<file path="config.mk">
export PLATFORM = sky130hd
export DESIGN_NAME = multi_channel_deadtime_pwm
export DESIGN_NICKNAME = d
export VERILOG_FILES = /design/src/rtl/multi_channel_deadtime_pwm.sv
export SDC_FILE = /design/constraint.sdc
export NUM_CORES = 1
export LEC_CHECK = 0
export CORE_MARGIN = 3
export CORE_UTILIZATION = 56
export DETAILED_ROUTE_END_ITERATION = 10
export GPL_TIMING_DRIVEN = 0
export PLACE_DENSITY = 0.8
export SLEW_MARGIN = 15
export SYNTH_ARGS = -nofsm -noshare
export SYNTH_HDL_FRONTEND = slang
export SYNTH_SLANG_ARGS = --single-unit
</file>
<file path="constraint.sdc">
create_clock -name clk -period 3.19 [get_ports clk]
set_clock_uncertainty 0.1 [all_clocks]
set_input_delay 0.7975 -clock clk [delete_from_list [all_inputs] [get_ports clk]]
set_output_delay 0.7975 -clock clk [all_outputs]
set_load 0.02 [all_outputs]
</file>
<file path="src/rtl/multi_channel_deadtime_pwm.sv">
// Multi-channel complementary PWM with a shared edge/center-aligned counter, double-buffered
// settings and per-channel dead-time insertion for half-bridge gate drive.
module multi_channel_deadtime_pwm #(
  parameter int unsigned CHANNELS  = 4,
  parameter int unsigned CNT_WIDTH = 8,
  parameter int unsigned DT_WIDTH  = 4
) (
  input  logic                          clk,
  input  logic                          rst,
  input  logic                          enable,
  input  logic                          mode,
  input  logic [CNT_WIDTH-1:0]          period,
  input  logic [CHANNELS*CNT_WIDTH-1:0] duty,
  input  logic [DT_WIDTH-1:0]           dead_time,
  output logic                          cycle_start,
  output logic [CHANNELS-1:0]           pwm_h,
  output logic [CHANNELS-1:0]           pwm_l
);

  typedef enum logic [1:0] {StOff, StDead, StOnH, StOnL} st_e;

  logic [CNT_WIDTH-1:0]          cnt_q, cnt_d;
  logic                          dir_up_q, dir_up_d;
  logic                          mode_q;
  logic [CNT_WIDTH-1:0]          period_q;
  logic [CHANNELS*CNT_WIDTH-1:0] duty_q;
  logic [DT_WIDTH-1:0]           dt_q;
  logic [CHANNELS-1:0]           raw_q, raw_d;
  logic [CHANNELS-1:0]           tgt_q, tgt_d;
  logic [CHANNELS-1:0]           pwm_h_q, pwm_h_d, pwm_l_q, pwm_l_d;
  st_e                           st_q [CHANNELS];
  st_e                           st_d [CHANNELS];
  logic [DT_WIDTH-1:0]           dcnt_q [CHANNELS];
  logic [DT_WIDTH-1:0]           dcnt_d [CHANNELS];
  logic                          load;

  assign load        = enable && (cnt_q == '0);
  assign cycle_start = load && !rst;
  assign pwm_h       = pwm_h_q;
  assign pwm_l       = pwm_l_q;

  // A zero count is always treated as counting up, so the turn-around at the bottom of a
  // center-aligned cycle needs no extra state.
  always_comb begin
    cnt_d    = cnt_q;
    dir_up_d = dir_up_q;
    if (!enable) begin
      cnt_d    = '0;
      dir_up_d = 1'b1;
    end else if (period_q == '0 && cnt_q == '0) begin
      cnt_d    = '0;
      dir_up_d = 1'b1;
    end else if (!mode_q) begin
      cnt_d    = (cnt_q >= period_q) ? '0 : cnt_q + 1'b1;
      dir_up_d = 1'b1;
    end else if (dir_up_q || cnt_q == '0) begin
      if (cnt_q >= period_q) begin
        cnt_d    = cnt_q - 1'b1;
        dir_up_d = 1'b0;
      end else begin
        cnt_d    = cnt_q + 1'b1;
        dir_up_d = 1'b1;
      end
    end else begin
      cnt_d    = cnt_q - 1'b1;
      dir_up_d = 1'b0;
    end
  end

  always_comb begin
    raw_d   = '0;
    tgt_d   = tgt_q;
    pwm_h_d = '0;
    pwm_l_d = '0;
    for (int i = 0; i < CHANNELS; i++) begin
      raw_d[i]  = cnt_q < duty_q[i*CNT_WIDTH +: CNT_WIDTH];
      st_d[i]   = st_q[i];
      dcnt_d[i] = dcnt_q[i];
      if (!enable) begin
        st_d[i]   = StOff;
        dcnt_d[i] = '0;
      end else if (dt_q == '0) begin
        st_d[i]   = raw_q[i] ? StOnH : StOnL;
        dcnt_d[i] = '0;
      end else begin
        case (st_q[i])
          StOff, StOnH, StOnL: begin
            if (st_q[i] == StOff || (st_q[i] == StOnH) != raw_q[i]) begin
              st_d[i]   = StDead;
              dcnt_d[i] = dt_q - 1'b1;
              tgt_d[i]  = raw_q[i];
            end
          end
          StDead: begin
            // A raw edge inside the dead band restarts it, swallowing short pulses.
            if (raw_q[i] != tgt_q[i]) begin
              dcnt_d[i] = dt_q - 1'b1;
              tgt_d[i]  = raw_q[i];
            end else if (dcnt_q[i] == '0) begin
              st_d[i] = tgt_q[i] ? StOnH : StOnL;
            end else begin
              dcnt_d[i] = dcnt_q[i] - 1'b1;
            end
          end
          default: st_d[i] = StOff;
        endcase
      end
      pwm_h_d[i] = (st_d[i] == StOnH);
      pwm_l_d[i] = (st_d[i] == StOnL);
    end
  end

  always_ff @(posedge clk) begin
    if (rst) begin
      cnt_q    <= '0;
      dir_up_q <= 1'b1;
      mode_q   <= 1'b0;
      period_q <= '0;
      duty_q   <= '0;
      dt_q     <= '0;
      raw_q    <= '0;
      tgt_q    <= '0;
      pwm_h_q  <= '0;
      pwm_l_q  <= '0;
      for (int i = 0; i < CHANNELS; i++) begin
        st_q[i]   <= StOff;
        dcnt_q[i] <= '0;
      end
    end else begin
      cnt_q    <= cnt_d;
      dir_up_q <= dir_up_d;
      raw_q    <= raw_d;
      tgt_q    <= tgt_d;
      pwm_h_q  <= pwm_h_d;
      pwm_l_q  <= pwm_l_d;
      for (int i = 0; i < CHANNELS; i++) begin
        st_q[i]   <= st_d[i];
        dcnt_q[i] <= dcnt_d[i];
      end
      if (load) begin
        mode_q   <= mode;
        period_q <= period;
        duty_q   <= duty;
        dt_q     <= dead_time;
      end
    end
  end

endmodule

</file>
==> key figures <==
Die
  • Full die area: 10100 um^2
  • Die Width: 100 um
  • I/O pin cnt: 57
  • Initial Util: 59.1%
  • Number of core rows: 33
  • Core footprint: 8420 um^2
  • Die Y: 100 um

Clock tree
  • Longest Clk Path Bufs: 2
  • TritonCTS sink count: 94
  • Post-CTS setup buffers: 0
  • H-Tree Depth: 3
  • TritonCTS buffer count: 9
  • Root Buffer: clkbuf_8
  • CTS tree: yes
  • Worst skew pair latency: 0.36 ns
  • Clock slew at reported path FFs: 0.10 ns

Placement
  • Placed cells: 772
  • Place WS: 0.0393 ns
  • RePlAce Congestion: 0.862
  • Placed cell area: 5670 um^2
  • DP Wirelength: 8820 um
  • Buffers added on ports: 56

GRT
  • First-pass GRT wire length: 19500 um
  • Initial antenna violation count: 0
  • Largest net degree at the start of global routing: 17
  • Vias in the first global route: 4408
  • Grt ovf: 0
  • All-Layer GR Usage: 24.0%

Logic synthesis
  • Area share of the leading cell type in the synthesized netlist: 37.8%
  • Number of synthesized register bits: 94
  • Cells after synthesis: 611
  • Count leader, synth: nand2_1
  • Seq/Total Area, Yosys: 37.8%
  • Avg Cell Area, Syn: 8.15 um^2
  • Fraction of registers with async set or reset after synthesis: 0%
  • Post-synth EDFFs: 0
  • Top post-synthesis cells by count: nand2_1 (123), dfxtp_1 (94), a21oi_1 (64), inv_1 (57), ha_1 (44)
  • Yosys warnings: 0
  • Ys flop type: dfxtp_1
  • Post-Syn Area: 4980 um^2
  • Netlist cell types: 60
  • Top post-synthesis cells by area: dfxtp_1 (38%), ha_1 (11%), nand2_1 (9.3%), a21oi_1 (6.4%), inv_1 (4.3%)
  • Post-Syn Nets: 703
  • Post-synth top area cell: dfxtp_1

Layout
  • Final core occ: 69.4%
  • N_diodes: 0
  • Synth-to-layout area growth: 17.4%
  • Design Area, Final: 5850 um^2
  • Final Net Count: 770
  • Fill cells: 700
  • Share of cells above drive strength 1: 7.32%
  • Register Area: 1880 um^2
  • Multi-input logic area: 2760 um^2
  • Non-Filler Instances: 788

Route
  • Initial DRC Count: 180
  • Via count: 4471
  • TritonRoute pass-1 iters: 5
  • Routed length per placed instance: 14.9 um
  • Vias per cell: 5.67
  • Detail Route Antenna Nets: 0
  • WL final: 11700 um
  • Residual DRC: 0

Run
  • Number of max-cap violations: 0

STA
  • Slew margin rel.: 58.6%
  • Setup_tns: 0 ns
  • Final WS setup: 0.255 ns
  • Pins Over Slew Limit: 0
  • Shortest period the worst path allows: 2.93 ns
  • Least-Margin Pin Slew: 0.621 ns
  • Finish-stage setup viols: 0
  • Final Hold Viols: 0
  • Fmax: 341 MHz
  • RSZ-0062 raised after global routing: false
  • Final Cycle Share: 92.0%
  • Final hold slack: 0.360 ns

Critical path
  • Crit Path Class: flop to output port
  • CP required: 2.29 ns
  • CP Capture Type: output port
  • Max FO, Critical Path: 9
  • Worst setup SP type: flop
  • CP arrival: 2.04 ns

Hold path
  • Worst Hold Class: flop to flop

Pwr
  • Lkg Pwr: 2.36 nW
  • Peak VDD IR: 0.000440 V
  • P per Cell Area: 943 nW/um^2
  • Tot Pwr: 5.51 mW

Outcome
  • Status: finished, final reports clean
## layout make-up
type                            instances  share of cell area (%)
Timing Repair Buffer                   56                    9.56
Clock buffer                            9                    2.12
Clock inverter                          7                   0.877
Buffer                                 27                    2.23
Multi-Input combinational cell        433                    47.1
Sequential cell                        94                    32.2
Inverter                               57                    3.66
Tap cell                              105                    2.25
## routing by layer
metal	vias to the layer above	track usage (%)	wire length [um]
met5	-	0	0
met4	0	10.3	337
met3	32	3.89	821
met2	165	41.1	5500
met1	2049	29.6	5060
li1	2225	-	-
## what timing repair did
item                                    4_1_cts  5_1_grt
hold buffers                                  0        0
gates resized for setup                       3        0
endpoints found under the setup margin        1        0
## sequential cells by signal, indices dropped and copies added (netlist names)
name      count
cnt_q         8
dcnt_q       16
dir_up_q      1
dt_q          4
duty_q       32
mode_q        1
period_q      8
pwm_h         4
pwm_l         4
raw_q         4
st_q          8
tgt_q         4
## cell usage in the layout (no fill, tap or decap), types with 6 or more instances in the layout
cell type,n
nand2b_1,9
nand2_1,123
clkbuf_8,9
xor2_1,8
nor2_1,27
xnor2_1,6
a211oi_1,7
ha_1,44
inv_1,56
a31oi_1,8
dfxtp_1,93
o21ai_0,17
a21oi_1,64
nand3_1,18
a22oi_1,7
a21o_1,9
mux2i_1,8
clkdlybuf4s50_1,55
clkbuf_1,14
buf_2,11
## critical path, stage by stage, from the launching register on
cell and delay, ns:
dfxtp_1 0.45, inv_2 0.16, ha_1 0.16, nor4b_4 0.28, nand2_1 0.16, nor2_1 0.13, dlygate4sd2_1 0.33
## logic make-up after synthesis
| family | share of synthesized area (%) |
|---|---|
| simple gates | 20.5 |
| compound gates | 19.7 |
| flops | 37.8 |
| buf+inv | 6.91 |
| fa+ha+maj | 11.1 |
| xor+xnor | 2.46 |
| mux | 1.61 |
## final timing paths
check             start          end  slack, ns  depth (start not counted)
max reg2reg    cnt_q[7]     cnt_q[3]       0.45                          8
min reg2reg  duty_q[12]   duty_q[12]       0.36                          2
max            cnt_q[0]  cycle_start       0.26                          6
min          duty_q[12]   duty_q[12]       0.36                          2
## where the power goes
part	switching [mW]	internal [mW]
Combinational	1.68	1.25
Sequential	0.346	1.53
Clock	0.428	0.282
Power figures use the tool's default switching activity.
